**config.mk**
```make
export PLATFORM = sky130hd
export DESIGN_NAME = i2s_tx_sched
export DESIGN_NICKNAME = d
export VERILOG_FILES = /design/src/rtl/i2s_pkg.sv /design/src/rtl/i2s_tx_sched_sat_counter.sv /design/src/rtl/i2s_tx_sched.sv
export SDC_FILE = /design/constraint.sdc
export NUM_CORES = 1
export LEC_CHECK = 0
export CAP_MARGIN = 40
export CORE_ASPECT_RATIO = 1.75
export CORE_MARGIN = 2
export CORE_UTILIZATION = 40
export DETAILED_ROUTE_END_ITERATION = 7
export HOLD_SLACK_MARGIN = 0.06
export PLACE_DENSITY = 0.75
export SYNTH_ARGS = -nofsm -noshare
export SYNTH_HDL_FRONTEND = slang
export SYNTH_SLANG_ARGS = --single-unit
```
**constraint.sdc**
```tcl
create_clock -name clk -period 2 [get_ports clk]
set_input_delay 0.4 -clock clk [delete_from_list [all_inputs] [get_ports clk]]
set_output_delay 0.4 -clock clk [all_outputs]
set_load 0.05 [all_outputs]
```
**src/rtl/i2s_pkg.sv**
```systemverilog
// Shared types and constants for the I2S transmit sample scheduler.
// Optional build macro used by i2s_tx_sched: I2S_SCHED_HOLD_LAST_EN.
package i2s_pkg;

    // Default sample width in bits
    localparam int unsigned DEFAULT_DW = 24;

    // Channel tag carried alongside each sample
    localparam logic CHAN_L = 1'b0;
    localparam logic CHAN_R = 1'b1;

    // Scheduler states
    typedef enum logic [2:0] {
        ST_IDLE    = 3'd0,
        ST_PRIME   = 3'd1,
        ST_FETCH_L = 3'd2,
        ST_SEND_L  = 3'd3,
        ST_FETCH_R = 3'd4,
        ST_SEND_R  = 3'd5
    } sched_state_t;

    // True for the states that present a sample to the transmitter
    function automatic logic is_send_state(input sched_state_t st);
        return (st == ST_SEND_L) || (st == ST_SEND_R);
    endfunction

endpackage : i2s_pkg

```
**src/rtl/i2s_tx_sched_sat_counter.sv**
```systemverilog
// Saturating up-counter with synchronous clear; clear beats increment.
module sat_counter #(
    parameter int unsigned W = 16
) (
    input  logic         clk,
    input  logic         rst,
    input  logic         clear_i,
    input  logic         inc_i,
    output logic [W-1:0] count_o
);

    localparam logic [W-1:0] CNT_MAX = '1;

    logic [W-1:0] count_q;
    logic [W-1:0] count_d;

    // Next count: clear first, then increment unless already saturated
    always_comb begin
        count_d = count_q;
        if (clear_i) begin
            count_d = '0;
        end else if (inc_i && (count_q != CNT_MAX)) begin
            count_d = count_q + W'(1);
        end
    end

    // Count register
    always_ff @(posedge clk or posedge rst) begin
        if (rst) begin
            count_q <= '0;
        end else begin
            count_q <= count_d;
        end
    end

    assign count_o = count_q;

endmodule : sat_counter

```
**src/rtl/i2s_tx_sched.sv**
```systemverilog
// Stereo scheduler: merges independent L and R sample streams into one
// strictly alternating L,R stream for the I2S transmitter, substituting a
// fill sample when a channel source underflows while the transmitter waits.
// Build macro I2S_SCHED_HOLD_LAST_EN: fill repeats the last delivered sample
// of that channel; otherwise fill is zero (mute).
module i2s_tx_sched
    import i2s_pkg::*;
#(
    parameter int unsigned DW    = DEFAULT_DW,
    parameter int unsigned UF_CW = 16
) (
    input  logic             clk,
    input  logic             rst,
    input  logic             i_enable,
    input  logic             i_uf_clear,
    input  logic             i_l_valid,
    output logic             o_l_ready,
    input  logic [DW-1:0]    i_l_sample,
    input  logic             i_r_valid,
    output logic             o_r_ready,
    input  logic [DW-1:0]    i_r_sample,
    output logic             o_valid,
    input  logic             i_ready,
    output logic [DW-1:0]    o_sample,
    output logic             o_chan,
    output logic             o_underflow,
    output logic [UF_CW-1:0] o_uf_count
);

    sched_state_t   state_q, state_d;
    logic [DW-1:0]  sample_q, sample_d;
    logic           chan_q, chan_d;
    logic           valid_q, valid_d;
    logic           l_ready_q, l_ready_d;
    logic           r_ready_q, r_ready_d;
    logic           uf_q, uf_d;
    logic           l_xfer, r_xfer;
    logic [DW-1:0]  fill_l, fill_r;

`ifdef I2S_SCHED_HOLD_LAST_EN
    logic [DW-1:0]  hold_l_q, hold_r_q;

    // Remember the last sample actually taken from each stream
    always_ff @(posedge clk or posedge rst) begin
        if (rst) begin
            hold_l_q <= '0;
            hold_r_q <= '0;
        end else begin
            if (l_xfer) begin
                hold_l_q <= i_l_sample;
            end
            if (r_xfer) begin
                hold_r_q <= i_r_sample;
            end
        end
    end

    assign fill_l = hold_l_q;
    assign fill_r = hold_r_q;
`else
    assign fill_l = DW'(0);
    assign fill_r = DW'(0);
`endif

    // Next state, captured sample and underflow event
    always_comb begin
        state_d  = state_q;
        sample_d = sample_q;
        chan_d   = chan_q;
        uf_d     = 1'b0;
        l_xfer   = 1'b0;
        r_xfer   = 1'b0;

        unique case (state_q)
            ST_IDLE: begin
                if (i_enable) begin
                    state_d = ST_PRIME;
                end
            end

            // Wait for the first L sample; never substitute here
            ST_PRIME: begin
                if (i_l_valid) begin
                    l_xfer   = 1'b1;
                    sample_d = i_l_sample;
                    chan_d   = CHAN_L;
                    state_d  = ST_SEND_L;
                end else if (!i_enable) begin
                    state_d = ST_IDLE;
                end
            end

            ST_FETCH_L: begin
                chan_d = CHAN_L;
                if (i_l_valid) begin
                    l_xfer   = 1'b1;
                    sample_d = i_l_sample;
                    state_d  = ST_SEND_L;
                end else if (i_ready) begin
                    uf_d     = 1'b1;
                    sample_d = fill_l;
                    state_d  = ST_SEND_L;
                end
            end

            ST_SEND_L: begin
                if (i_ready) begin
                    state_d = ST_FETCH_R;
                end
            end

            ST_FETCH_R: begin
                chan_d = CHAN_R;
                if (i_r_valid) begin
                    r_xfer   = 1'b1;
                    sample_d = i_r_sample;
                    state_d  = ST_SEND_R;
                end else if (i_ready) begin
                    uf_d     = 1'b1;
                    sample_d = fill_r;
                    state_d  = ST_SEND_R;
                end
            end

            // A pair only ends after R, so disabling never orphans an L
            ST_SEND_R: begin
                if (i_ready) begin
                    state_d = i_enable ? ST_FETCH_L : ST_IDLE;
                end
            end

            default: begin
                state_d = ST_IDLE;
            end
        endcase

        valid_d   = is_send_state(state_d);
        l_ready_d = (state_d == ST_PRIME) || (state_d == ST_FETCH_L);
        r_ready_d = (state_d == ST_FETCH_R);
    end

    // State and registered outputs
    always_ff @(posedge clk or posedge rst) begin
        if (rst) begin
            state_q   <= ST_IDLE;
            sample_q  <= '0;
            chan_q    <= 1'b0;
            valid_q   <= 1'b0;
            l_ready_q <= 1'b0;
            r_ready_q <= 1'b0;
            uf_q      <= 1'b0;
        end else begin
            state_q   <= state_d;
            sample_q  <= sample_d;
            chan_q    <= chan_d;
            valid_q   <= valid_d;
            l_ready_q <= l_ready_d;
            r_ready_q <= r_ready_d;
            uf_q      <= uf_d;
        end
    end

    // Underflow counter, bumped in the same cycle the fill is captured
    sat_counter #(
        .W (UF_CW)
    ) u_uf_cnt (
        .clk     (clk),
        .rst     (rst),
        .clear_i (i_uf_clear),
        .inc_i   (uf_d),
        .count_o (o_uf_count)
    );

    assign o_valid     = valid_q;
    assign o_l_ready   = l_ready_q;
    assign o_r_ready   = r_ready_q;
    assign o_sample    = sample_q;
    assign o_chan      = chan_q;
    assign o_underflow = uf_q;

endmodule : i2s_tx_sched
```
==> results.sh <==
export IMPL_synthTopCellsByCount="dfrtp_1 (48), and3_1 (19), a221o_1 (17), a21oi_1 (15)"
export IMPL_cap_viol_max_count=0
export IMPL_grt_pass1_vias=2404
export IMPL_layout_drive_gt1_share_pct=13.4
export IMPL_avgSynthCellArea_um2=10.2
export IMPL_routed_wl_mm=6.72
export IMPL_p_leak_nw=1.68
export IMPL_ys_flop_type="dfrtp_1"
export IMPL_dp_hpwl_mm=5.14
export IMPL_yosysTopAreaCell="dfrtp_1"
export IMPL_num_antenna_cells=0
export IMPL_hp_class="input port to asynchronous set/reset pin"
export IMPL_cts_max_level=2
export IMPL_avgRoutedWirePerCell_um=15.6
export IMPL_hold_viol_final=0
export IMPL_place_congestion=0.916
export IMPL_ant_nets=0
export IMPL_critical_path_endpoint_type="primary output"
export IMPL_powerDensity_nw_per_um2=1300
export IMPL_rr_startpoint="state_q[1]"
export IMPL_synth_seq_cells=48
export IMPL_start_util_pct=40.7
export IMPL_antenna_found_initial=0
export IMPL_synth_edf_count=0
export IMPL_die_w_um=63.5
export IMPL_ys_warnings_count=0
export IMPL_clk_latency_ns=0.30
export IMPL_syn_nets=298
export IMPL_place_area_um2=3650
export IMPL_r2r_cells=5
export IMPL_grt_max_degree=23
export IMPL_ir_worst_vdd_uv=851
export IMPL_synthTopCellsByArea="dfrtp_1 (49%), a221o_1 (6.9%), and3_1 (4.8%)"
export IMPL_crit_family="buffers and inverters"
export IMPL_grt_usage_pct=20.2
export IMPL_max_stage_delay_ns=0.81
export IMPL_cts_buffers=5
export IMPL_drc_errors=0
export IMPL_num_vias=2390
export IMPL_std_cell_rows=38
export IMPL_finalWorstSetupSlack_ns=0.0637
export IMPL_period_minus_slack_ns=1.94
export IMPL_clockBufferDepth=2
export IMPL_cts_sinks=48
export IMPL_worst_path_max_fanout=6
export IMPL_drtIter0Drc=145
export IMPL_cts_tree="yes"
export IMPL_filler_cell_count=547
export IMPL_nNetsFinal=406
export IMPL_critical_path_required_ns=1.60
export IMPL_overflow=0
export IMPL_fin_area_um2=3770
export IMPL_viasPerCell=5.55
export IMPL_synth_most_common_cell="dfrtp_1"
export IMPL_detailedPlace_worstSlack_ns=-0.210
export IMPL_critPathKind="flip-flop to primary output"
export IMPL_grt_pass1_wl_mm=11.1
export IMPL_cp_slowest_cell="clkdlybuf4s50_1"
export IMPL_async_flop_share_pct=100
export IMPL_r2r_end="u_uf_cnt.count_o[12]"
export IMPL_max_freq_ghz=0.516
export IMPL_rrSetupSlack_ns=0.13
export IMPL_synthCells=242
export IMPL_critPathArrivalTime_ns=1.54
export IMPL_synth_seq_area_share_pct=48.5
export IMPL_synth_cell_types=41
export IMPL_report_final_slew_viol_count=0
export IMPL_startpoint_type="flip-flop"
export IMPL_startpoint="u_uf_cnt.count_o[0]"
export IMPL_ios=100
export IMPL_netlist_area_um2=2480
export IMPL_rsz0062_at_grt="false"
export IMPL_die_area_um2=6860
export IMPL_setup_viol=0
export IMPL_worst_pin_slew_ns=0.527
export IMPL_firstDrtPassIters=4
export IMPL_slew_headroom_pct=64.7
export IMPL_io_buffer_count=99
export IMPL_skew_ns=0.0124
export IMPL_coreArea_um2=6090
export IMPL_fp_dieH_um=108
export IMPL_status="complete, no violations"
export IMPL_fin_crit_sh_pct=96.8
export IMPL_path_clk_slew_ns=0.09
export IMPL_cp_num_buf_inv=1
export IMPL_crit_chain="clkdlybuf4s50_1"
export IMPL_area_delta_synth_final_pct=52.3
export IMPL_netlist_area_leader_share_pct=48.5
export IMPL_clockRootBuffer="clkbuf_8"
[report_power, final]
| part | switching, mW | leakage [nW] | internal [mW] |
|---|---|---|---|
| combinational | 1.64 | 0.998 | 1.07 |
| sequential | 0.214 | 0.623 | 1.28 |
| clock | 0.335 | 0.0548 | 0.377 |
| total | 2.19 | 1.68 | 2.72 |
[metal layers]
layer | GRT usage (%) | part of all wire (%) | wire length [um] | vias to the layer above
li1 | - | - | - | 1146
met1 | 22.4 | 38 | 2550 | 1153
met2 | 38.1 | 56 | 3780 | 83
met3 | 3.33 | 4.1 | 277 | 8
met4 | 7.30 | 1.7 | 114 | 0
met5 | 0 | 0 | 0 | -
[layout make-up]
type	instances	area [um^2]	share of cell area, %
Timing Repair Buffer	119	1160	30.6
Tap cell	80	100	2.65
Clock inverter	3	46.3	1.23
Inverter	7	26.3	0.697
Multi-Input combinational cell	169	1170	31.0
Clock buffer	5	68.8	1.82
Sequential cell	48	1200	31.9
[cell usage in the layout (no fill, tap or decap), drive strengths merged, types with 10 or more instances in the layout]
master         count
a221o             17
a21oi             15
or4               10
and3              19
o31ai             11
dfrtp             48
clkdlybuf4s50     85
buf               26
nand2             11
[flip-flops by register name, summed over array words and instances, names as in the netlist]
signal / cells
o_sample: 24
u_uf_cnt.count_o: 16
state_q: 3
o_chan: 1
o_l_ready: 1
o_r_ready: 1
o_underflow: 1
o_valid: 1
[through the flow]
| stage | std cells | utilization [%] | power, mW | hold slack (ns) | TNS [ns] |
|---|---|---|---|---|---|
| 2_1_floorplan | 242 | - | 3.25 | 0.523 | 0 |
| 3_3_place_gp | 423 | 59.9 | 4.19 | 0.461 | -3.95 |
| 3_5_place_dp | 423 | 59.9 | 4.23 | 0.474 | -5.59 |
| 4_1_cts | 431 | 61.7 | 4.95 | 0.399 | 0 |
| 5_1_grt | 431 | 62.0 | 5.18 | 0.420 | 0 |
| 6_report | 431 | 62.0 | 4.92 | 0.394 | 0 |
[logic make-up after synthesis]
| kind of cell | Yosys count | share of synthesized area [%] |
|---|---|---|
| simple gates | 89 | 21.9 |
| fa+ha+maj | 1 | 0.505 |
| flops | 48 | 48.5 |
| compound gates | 75 | 22.9 |
| mux | 4 | 1.77 |
| buf+inv | 25 | 4.45 |
[worst max-delay path by stage]
stage	depth (start not counted)	slack, ns	endpoint
floorplan	4	0.009	u_uf_cnt.count_o[11]
global placement	6	-0.16	u_uf_cnt.count_o[12]
detailed placement	6	-0.21	u_uf_cnt.count_o[12]
CTS	1	0.01	o_uf_count[15]
global route	1	0.009	o_uf_count[0]
finish	1	0.06	o_uf_count[0]
[timing repair]
item                                    4_1_cts  5_1_grt
endpoints found under the setup margin        4        6
gates resized for setup                       4        6
hold buffers                                  0        0
buffers inserted                              0        0
Power figures use the tool's default switching activity.
